[config.mk]
export PLATFORM = sky130hd
export DESIGN_NAME = chip_stream_loader
export DESIGN_NICKNAME = d
export VERILOG_FILES = /design/src/rtl/chip_stream_loader_pkg.sv /design/src/rtl/chip_stream_loader.sv
export SDC_FILE = /design/constraint.sdc
export NUM_CORES = 1
export LEC_CHECK = 0
export CAP_MARGIN = 20
export CORE_MARGIN = 2
export CORE_UTILIZATION = 46
export CTS_CLUSTER_DIAMETER = 30
export DETAILED_ROUTE_END_ITERATION = 16
export GPL_TIMING_DRIVEN = 1
export PLACE_DENSITY = 0.92
export SKIP_LAST_GASP = 1
export SLEW_MARGIN = 10
export SYNTH_ARGS = -nofsm -noshare
export SYNTH_HDL_FRONTEND = slang
export SYNTH_SLANG_ARGS = --single-unit
[constraint.sdc]
create_clock -name clk -period 4.97 [get_ports clk]
set_clock_uncertainty 0.05 [all_clocks]
set_input_delay 0.994 -clock clk [delete_from_list [all_inputs] [get_ports clk]]
set_output_delay 0.994 -clock clk [all_outputs]
set_load 0.02 [all_outputs]
[src/rtl/chip_stream_loader_pkg.sv]
// Shared definitions for the host-side a/b stream loader: FSM states,
// chip address layout and the beat -> {sel, addr} mapping.
package chip_stream_loader_pkg;

    typedef enum logic [1:0] {
        IDLE   = 2'd0,
        PRIME  = 2'd1,
        SEND   = 2'd2,
        FINISH = 2'd3
    } loader_state_e;

    // a_input layout: bit 15 selects kernel space, bit 14 reserved zero,
    // bits 13:0 carry the word address inside the selected space.
    localparam int KERNEL_SEL_BIT = 15;
    localparam int CHIP_ADDR_BITS = 14;
    localparam int A_WIDTH        = 16;

    // Maps a linear beat index to the chip-side a word. Beats below
    // input_words are feature words; the rest are kernel words whose
    // chip address restarts at zero.
    function automatic logic [A_WIDTH-1:0] map_beat_addr(
        input logic [31:0] beat,
        input logic [31:0] input_words
    );
        logic [A_WIDTH-1:0] a;
        a = '0;
        if (beat < input_words) begin
            a[CHIP_ADDR_BITS-1:0] = CHIP_ADDR_BITS'(beat);
        end else begin
            a[KERNEL_SEL_BIT]     = 1'b1;
            a[CHIP_ADDR_BITS-1:0] = CHIP_ADDR_BITS'(beat - input_words);
        end
        return a;
    endfunction

endpackage

[src/rtl/chip_stream_loader.sv]
// Host-side transmitter: on start, reads the feature tile then the kernel
// set out of a 1-cycle-latency source memory and streams them to the chip
// over the a/b valid/ready interface, one beat per cycle when both readies
// are held. Pulses done/data_ready once the final beat has been accepted.
module chip_stream_loader
    import chip_stream_loader_pkg::*;
#(
    parameter int IO_DATA_WIDTH  = 16,
    parameter int INPUT_WORDS    = 1 << 14,
    parameter int KERNEL_WORDS   = 1 << 9,
    parameter int SRC_ADDR_WIDTH = $clog2(INPUT_WORDS + KERNEL_WORDS)
) (
    input  logic                      clk,
    input  logic                      arst_in,
    input  logic                      start,
    output logic                      busy,
    output logic                      done,
    output logic                      src_read_en,
    output logic [SRC_ADDR_WIDTH-1:0] src_read_addr,
    input  logic [IO_DATA_WIDTH-1:0]  src_qout,
    output logic [IO_DATA_WIDTH-1:0]  a_input,
    output logic                      a_valid,
    input  logic                      a_ready,
    output logic [IO_DATA_WIDTH-1:0]  b_input,
    output logic                      b_valid,
    input  logic                      b_ready,
    output logic                      int_mem_we,
    output logic                      data_ready
);

    localparam int TOTAL_WORDS = INPUT_WORDS + KERNEL_WORDS;
    localparam logic [SRC_ADDR_WIDTH-1:0] LAST_BEAT = SRC_ADDR_WIDTH'(TOTAL_WORDS - 1);

    loader_state_e             state_q, state_d;
    logic [SRC_ADDR_WIDTH-1:0] cnt_q, cnt_d;
    logic                      fire;
    logic                      last_beat;

    // A beat is transferred only when both chip sides accept it together.
    assign fire       = a_valid & a_ready & b_ready;
    assign last_beat  = (cnt_q == LAST_BEAT);
    assign int_mem_we = fire;
    assign b_valid    = a_valid;

    // State and beat counter; reset drops any stream in flight at once.
    always_ff @(posedge clk or posedge arst_in) begin
        if (arst_in) begin
            state_q <= IDLE;
            cnt_q   <= '0;
        end else begin
            state_q <= state_d;
            cnt_q   <= cnt_d;
        end
    end

    // Next-state, counter update and handshake/memory outputs.
    always_comb begin
        state_d       = state_q;
        cnt_d         = cnt_q;
        busy          = 1'b0;
        done          = 1'b0;
        data_ready    = 1'b0;
        a_valid       = 1'b0;
        a_input       = '0;
        b_input       = '0;
        src_read_en   = 1'b0;
        src_read_addr = '0;
        case (state_q)
            IDLE: begin
                cnt_d = '0;
                if (start) state_d = PRIME;
            end
            PRIME: begin
                // Fetch word 0 so its data is on src_qout when SEND begins.
                busy          = 1'b1;
                src_read_en   = 1'b1;
                src_read_addr = '0;
                state_d       = SEND;
            end
            SEND: begin
                busy    = 1'b1;
                a_valid = 1'b1;
                a_input = IO_DATA_WIDTH'(map_beat_addr(32'(cnt_q), 32'(INPUT_WORDS)));
                b_input = src_qout;
                if (fire) begin
                    if (last_beat) begin
                        state_d = FINISH;
                    end else begin
                        // Prefetch the next word in the same cycle so a held
                        // ready sees one beat per clock with no bubble.
                        src_read_en   = 1'b1;
                        src_read_addr = cnt_q + 1'b1;
                        cnt_d         = cnt_q + 1'b1;
                    end
                end
            end
            FINISH: begin
                busy       = 1'b1;
                done       = 1'b1;
                data_ready = 1'b1;
                cnt_d      = '0;
                state_d    = IDLE;
            end
            default: state_d = IDLE;
        endcase
    end

endmodule

# Word level (Yosys, flattened, before mapping)
# Index checks and enable logic that the tools add are counted.
[word_totals]
reg_bits = 17
latch_bits = 0
mem_bits_rw = 0
romBits = 0
input_bits = 21
output_inout_bits = 54
elab_cells = 41
memories = 0
[op_classes]
addsub = 2
multipliers = 0
n_div = 0
magnitude_cmp = 1
n_eq_ne = 8
shift = 0
muxes = 20
n_bitwise = 2
n_reduce_logical = 6
[op_table]
columns = ["op", "n"]
rows = [
  ["2-to-1 mux 15 bit", 5],
  ["2-to-1 mux 16 bit", 2],
  ["one-hot mux 15 bit (2 select lines)", 1],
  ["adder 15 x 1 -> 15 bit (second input constant)", 1],
  ["equality test 15 bit (second input constant)", 1],
  ["less-than comparator 15 bit (second input constant)", 1],
  ["2-to-1 mux 14 bit", 1],
  ["subtractor 14 x 1 -> 14 bit (second input constant)", 1],
  ["!= test 2 bit (second input constant)", 4],
  ["one-hot mux 2 bit (4 select lines)", 1],
  ["2-to-1 mux 1 bit", 6],
  ["2-to-1 mux 2 bit", 3],
  ["AND reduction 3 bit", 2],
  ["equality test 2 bit (second input constant)", 2],
  ["OR reduction 3 bit", 1],
  ["bitwise AND 1 bit", 2],
  ["equality test 2 x 1 -> 1 bit (second input constant)", 1],
  ["logical NOT 2 bit", 1],
  ["one-hot mux 1 bit (2 select lines)", 1],
  ["nonzero test 2 bit", 1],
  ["OR reduction 2 bit", 1],
]

# Depth between registers and ports, before layout
[depth]
ltp_word = 6
mapped_depth = 7
mapped_depth_nobuf = 7

# Worst setup path before layout
# OpenSTA, ideal clock, no wires.
[synth_path]
path_kind = "input -> output"
startpoint = "in a_ready"
endpoint = "out src_read_addr[10]"
t_arrival_ns = 2.028
required_ns = 3.926
setup_slack_ns = 1.898
cell_stages = 5
path_buffers = 1
path_cell_list = "nand3_1 clkinv_1 nand2_1 clkbuf_1 nor2_1"
[synth_between]
elab_chain_len = 4
[synth_lines]
columns = ["element", "line_no", "rtl"]
rows = [
  ["start, declared", "chip_stream_loader.sv:23", "input logic a_ready,"],
  ["bitwise AND 1 bit (2 in series)", "chip_stream_loader.sv:40", "assign fire = a_valid & a_ready & b_ready;"],
  ["named net int_mem_we", "chip_stream_loader.sv:27", "output logic int_mem_we,"],
  ["2-to-1 mux 15 bit", "chip_stream_loader.sv:85", "if (fire) begin"],
  ["2-to-1 mux 15 bit", "chip_stream_loader.sv:68", "case (state_q)"],
  ["end, declared", "chip_stream_loader.sv:19", "output logic [SRC_ADDR_WIDTH-1:0] src_read_addr,"],
]
# The timed path passes the listed nets, and every way through them passes these cells.

# Final worst setup path
[layout_path]
startpoint = "in a_ready"
endpoint = "out src_read_addr[2]"
[layout_between]
elab_chain_len = 4
[layout_lines]
columns = ["element", "line_no"]
rows = [
  ["bitwise AND 1 bit (2 in series)", "chip_stream_loader.sv:40"],
  ["2-to-1 mux 15 bit", "chip_stream_loader.sv:85"],
  ["2-to-1 mux 15 bit", "chip_stream_loader.sv:68"],
]
# Every way passes these cells.

==> flow_metrics.env <==
export IMPL_ioPinCount=75
export IMPL_sw_frac_of_total_pct=40.0
export IMPL_wl_met3_um=314
export IMPL_min_to="cnt_q[14]"
export IMPL_syn_cell_area_um2=1710
export IMPL_relSlewSlack_pct=51.9
export IMPL_crit_path_cell_trace="clkdlybuf4s50_1 > nand3_1 > buf_4 > clkinv_1 > nand2_1 > nor2_1 > clkdlybuf4s50_1"
export IMPL_ys_ff_latch=17
export IMPL_hpwl_um=3520
export IMPL_rsz0062_at_grt="false"
export IMPL_hp_class="reg2reg"
export IMPL_critical_path_max_stage_delay_ps=630
export IMPL_wl_met1_um=2090
export IMPL_cts_buffers=3
export IMPL_highest_layer="met4"
export IMPL_ant_nets=0
export IMPL_grt_pass1_wl_um=7700
export IMPL_outcome="completed"
export IMPL_setup_viol=0
export IMPL_ys_types=42
export IMPL_clkLatencyLatePin_ps=260
export IMPL_p_clk_share_pct=17.8
export IMPL_drc=0
export IMPL_drt_wl_total_um=4760
export IMPL_p_comb_share_pct=50.5
export IMPL_critPathSlowestCell="clkdlybuf4s50_1"
export IMPL_finalHoldViolCount=0
export IMPL_cts_setup_buffers=0
export IMPL_tightest_slew_ps=715
export IMPL_clk_pin_slew_ps=70
export IMPL_drtPass1Iterations=4
export IMPL_wl_per_cell_um=14.7
export IMPL_grt_pass1_vias=1651
export IMPL_yosys_warnings=0
export IMPL_ff2ff_setup_slack_ps=2380
export IMPL_report_final_slew_viol_count=0
export IMPL_postSynthCellCount=221
export IMPL_cp_max_fo=12
export IMPL_async_flop_share_pct=100
export IMPL_num_rows=22
export IMPL_required_ps=3930
export IMPL_avgViaCountPerCell=5.53
export IMPL_end_kind="output pin"
export IMPL_power_internal_uw=356
export IMPL_vias=1785
export IMPL_root_buffer="clkbuf_8"
export IMPL_place_gp_congestion=0.924
export IMPL_fill_cells=298
export IMPL_power_uw=594
export IMPL_core_area_um2=3610
export IMPL_crit_arrival_ps=3110
export IMPL_max_freq_ghz=0.241
export IMPL_p_seq_share_pct=31.7
export IMPL_min_from="cnt_q[14]"
export IMPL_maxCapViolCount=0
export IMPL_period_needed_ps=4160
export IMPL_setup_worst_path_class="in2out"
export IMPL_post_route_period_util_pct=83.6
export IMPL_hold_buffers=0
export IMPL_synth_edf_count=0
export IMPL_fin_setup_tns_ps=0
export IMPL_r2r_end="cnt_q[3]"
export IMPL_initialDrtViolationCount=136
export IMPL_power_net_switching_uw=238
export IMPL_ys_seq_area_share_pct=24.9
export IMPL_r2r_start="cnt_q[0]"
export IMPL_ir_worst_vdd_mv=0.251
export IMPL_post_cts_resized=0
export IMPL_power_density_nw_per_um2=244
export IMPL_crit_top_cell="clkdlybuf4s50_1"
export IMPL_grt_start_max_net_pins=43
export IMPL_syn_area_per_cell_um2=7.74
export IMPL_drive_gt1_share_pct=4.00
export IMPL_h_tree_depth=1
export IMPL_start_util_pct=47.4
export IMPL_die_area_um2=4220
export IMPL_overflow=0
export IMPL_met2_length_um=2280
export IMPL_port_buffers=73
export IMPL_yosys_most_used_dff="dfrtp_1"
export IMPL_leakagePower_nw=0.950
export IMPL_grtUsageTotal_pct=23.1
export IMPL_antenna_found_initial=0
export IMPL_syn_num_nets=248
export IMPL_whs_path_depth=1
export IMPL_design_final_nets=303
export IMPL_area_delta_synth_final_pct=42.3
export IMPL_cts_sinks=17
export IMPL_cts_tree="yes"
export IMPL_diodes=0
export IMPL_critPathLaunchType="input port"
export IMPL_r2r_cells=5
export IMPL_dieHeight_um=65.0
export IMPL_die_w_um=65.0
export IMPL_clock_path_buffers=2
[worst max path at each step]
stage	cells past startpoint	start	to
5_1_grt	7	a_ready	src_read_addr[3]
4_1_cts	7	a_ready	src_read_addr[2]
3_5_place_dp	7	a_ready	src_read_addr[2]
6_report	7	a_ready	src_read_addr[2]
2_1_floorplan	5	a_ready	src_read_addr[10]
3_3_place_gp	7	a_ready	src_read_addr[4]
[power by group through the flow]
stage	Clock, mW	Sequential (mW)	Combinational, mW
finish	0.106	0.188	0.300
CTS	0.107	0.187	0.299
global route	0.115	0.192	0.323
detailed placement	0	0.190	0.298
global placement	0	0.190	0.295
floorplan	0	0.164	0.213
[metrics by stage]
step | util (%) | setup slack [ps] | std cells | hold slack, ps | instance area, um^2
2_1_floorplan | - | 1900 | 221 | 458 | 1710
3_3_place_gp | 66.2 | 876 | 319 | 513 | 2390
3_5_place_dp | 66.2 | 869 | 319 | 506 | 2390
4_1_cts | 67.5 | 853 | 323 | 517 | 2430
5_1_grt | 67.5 | 677 | 323 | 545 | 2430
6_report | 67.5 | 813 | 323 | 526 | 2430
[cell usage in the layout (no fill, tap or decap), drive strengths merged, types with 2 or more instances in the layout]
cell type      instances
a211o                  3
a21o                   3
a21oi                  6
a221o                  6
a31oi                  6
and2                  33
and3                   3
buf                    2
clkbuf                 3
clkdlybuf4s50         73
clkinv                 2
dfrtp                 17
ha                     6
inv                    6
nand2                 15
nand3                  8
nand4                  9
nor2                  24
nor3                   7
nor4                   6
nor4b                  2
o21a                   2
o21ai                  2
o311a                  5
xnor2                  7
xor2                   6
[synth_stat cells (all sizes together), types with 2 or more instances]
| library cell | instances | area (um^2) |
|---|---|---|
| and2 | 33 | 206 |
| nor2 | 24 | 97.6 |
| dfrtp | 17 | 425 |
| clkbuf | 15 | 56.3 |
| nand2 | 15 | 56.3 |
| buf | 10 | 72.6 |
| nand4 | 9 | 56.3 |
| nand3 | 8 | 40.0 |
| nor3 | 7 | 35.0 |
| xnor2 | 7 | 61.3 |
| a21oi | 6 | 30.0 |
| a221o | 6 | 60.1 |
| a31oi | 6 | 37.5 |
| ha | 6 | 75.1 |
| inv | 6 | 22.5 |
| nor4 | 6 | 52.6 |
| xor2 | 6 | 52.6 |
| o311a | 5 | 50.1 |
| a211o | 3 | 26.3 |
| a21o | 3 | 22.5 |
| and3 | 3 | 18.8 |
| nor4b | 2 | 17.5 |
| o21a | 2 | 15.0 |
| o21ai | 2 | 10.0 |
[kinds of logic (layout without fill, tap and decap cells)]
kind of cell,after synthesis,count (layout),share of synthesized area (%)
AND/OR/NAND/NOR,114,114,37.5
AO/OA/AOI/OAI,37,37,16.7
buffers and inverters,32,86,9.07
flip-flops,17,17,24.9
XOR/XNOR,13,13,6.66
adder cells (fa/ha/maj),6,6,4.39
other,1,1,0.219
multiplexers,1,1,0.658
[registers in the layout, summed over array words and instances (netlist names)]
name	cells
cnt_q	15
state_q	2
[routing by layer]
metal,global-route usage [%],vias up
met5,0,-
met4,7.98,0
met3,5.03,12
met2,36.0,80
met1,31.6,807
li1,-,886
[worst max-delay path, delay by kind of cell]
kind	cells	cell delay (ps)
buffers and inverters	4	1470
AND/OR/NAND/NOR	3	650
[layout make-up]
type | count | area, um^2 | share of cell area [%]
timing repair buffer | 75 | 746 | 30.6
clock inverter | 1 | 5.00 | 0.206
clock buffer | 3 | 41.3 | 1.70
tap | 48 | 60.1 | 2.47
multi-input combinational | 172 | 1130 | 46.4
sequential | 17 | 425 | 17.5
inverter | 7 | 26.3 | 1.08
(Power assumes the default switching activity.)
==> patch (same flow settings) <==
One comparison of `cnt_q` changes from == to >=.
--- a/src/rtl/chip_stream_loader.sv
+++ b/src/rtl/chip_stream_loader.sv
@@ -38,7 +38,7 @@
 
     // A beat is transferred only when both chip sides accept it together.
     assign fire       = a_valid & a_ready & b_ready;
-    assign last_beat  = (cnt_q == LAST_BEAT);
+    assign last_beat  = (cnt_q >= LAST_BEAT);
     assign int_mem_we = fire;
     assign b_valid    = a_valid;
 
Behaviour: same outputs for any inputs over 10 cycles, from zero or initial values and one cycle with arst_in high; that may be too few to reach the edited logic, so the function may still have changed.
==> patch against the unedited design <==
  * Sequential power fell by 12%
  * Critical path type unchanged
  * Core utilization rose by 1.8 points
  * Total power rose by 26%
  * Combinational power rose by 67%
  * Count of clock-buffer cells in the layout rose by 1
  * Largest power group unchanged
  * Cell area fell by 3.4%
  * Clock power fell by 24%
  * Routed wire length fell by 8.6%
  * Critical path depth did not move
  * Sequential cell count did not move
  * Area after synthesis fell by 4.2%
  * Worst setup slack got worse by 51 ps
==> patch: results (changes against the unedited design) <==
- Maximum vdd drop: 0.352 mV (+40%)
- GR Util All Layers: 0.221 (-0.0103)
- Arrival time at the worst endpoint: 3160 ps (+50 ps)
- Placer Congestion: 0.900 (-2.6%)
- Fillers: 270 (-9.4%)
- Count of cell types in the netlist: 47 (+12%)
- Setup WS pre-CTS: 791 ps (-78.0 ps)
- Post-CTS Resized: 0 (unchanged)
- Post-synthesis adder-cell area fraction: 0.0458 (+0.00191)
- Total Nets Final: 291 (-4.0%)
- Post-DP Area: 2320 µm² (-2.7%)
- Pleak: 0.000901 µW (-5.2%)
- Post-Synth XOR/XNOR Area: 0.0908 (+0.0243)
- Syn nets: 232 (-6.5%)
- Vias in the first global route: 1540 (-6.7%)
- Clock Root Buffer: clkbuf_4
- Port buffer count: 73 (unchanged)
- CP max stage delay: approximately 640 ps
- Sequential area share after synthesis: 0.260 (+0.0108)
- Critical path peak fanout: 11 (-1)
- Largest net degree at the start of global routing: 41 (-4.7%)
- Syn_area_per_cell: 8.00 µm² (+3.3%)
- Clock insertion delay at the later pin of the skew report: 300 ps (+40 ps)
- Via count: 1715 (-3.9%)
- Post-DP HPWL: 3210 µm (-8.7%)
- First-pass GRT wire length: 7180 µm (-6.7%)
- First-pass DRT Iterations: 4 (unchanged)
- Slowest cell on the critical path: clkdlybuf4s50_1
- Final wirelength: 4350 µm (-8.6%)
- Hold WC Path Type: flop to flop
- Layout cells sized above 1: 0.0494 (+0.00943)
- Clk slew on worst S/H paths: 110 ps (+40 ps)
- Slew HR: 0.438 (-0.0810)
- Placed insts: 305 (-4.4%)
- Initial antenna violation count: 0 (unchanged)
- Psw: 356 µW (+50%)
- Max H-tree Level: 1 (unchanged)
- WHS Path Cells: 1 (unchanged)
- Top_reg_cell synth: dfrtp_1
- Bufs on Longest Clock Path: 2 (unchanged)
- Worst r2r path cells: 6 (+1)
- Synth warnings: 0 (unchanged)
- Iter 0 DRT Violations: 112 (-18%)
- Outcome: completed
- Synth cell count leaders: 30 x and2_1, 19 x nor2_1, 17 x dfrtp_1
- Synth Area in Compound Gates: 0.170 (+0.00344)
- Number of vias per cell: 5.55 (+0.43%)
- Synth top area cells: dfrtp_1 26%, and2_1 11%, xnor2_1 6.4%, ha_1 4.6%, nor2_1 4.4%
- Mux cell area share after synthesis: 0.00687 (+0.000286)
[patch: cell count changes in the layout (fill, tap and decap cells not counted), sizes merged, moves of 4 or more]
cell	delta
a221o	-4
a22o	+4
a31oi	-6
nand4	-7
nor2	-5
nor3	-4
o311a	-5
xnor2	+5
[patch: power groups by stage]
| stage | clock (µW) | sequential (µW) | combinational [µW] |
|---|---|---|---|
| after global routing | 84.4 | 167 | 546 |
| after floorplan | 0 | 164 | 332 |
| final | 80.5 | 165 | 502 |
| after global placement | 0 | 167 | 493 |
| after detailed placement | 0 | 168 | 503 |
| after CTS | 79.4 | 165 | 505 |
[patch: cell type report]
type	count	area [µm²]	area share
Multi-Input combinational cell	159	1060	0.453
Timing Repair Buffer	75	746	0.317
Sequential cell	17	425	0.181
Tap cell	46	57.6	0.0245
Inverter	8	30.0	0.0128
Clock buffer	4	26.3	0.0112
[patch: worst paths after layout]
kind                            slack, ps                     end                    from
worst max-delay path                  760        src_read_addr[0]                 b_ready
worst min-delay path                  540  state_q[1]$_DFFE_PP0P_  state_q[1]$_DFFE_PP0P_
worst max register to register       2400    cnt_q[0]$_DFFE_PP0P_    cnt_q[2]$_DFFE_PP0P_
worst min register to register        540  state_q[1]$_DFFE_PP0P_  state_q[1]$_DFFE_PP0P_
max in group asynchronous            3420    cnt_q[1]$_DFFE_PP0P_                 arst_in
min in group asynchronous            1030   cnt_q[11]$_DFFE_PP0P_                 arst_in
[patch: routing by layer]
layer	global-route usage	routed length [µm]	part of all wire	up-vias
li1	-	-	-	823
met1	0.291	1840	0.42	797
met2	0.367	2140	0.49	89
met3	0.0339	305	0.070	6
met4	0.0734	63	0.014	0
met5	0	0	0	-
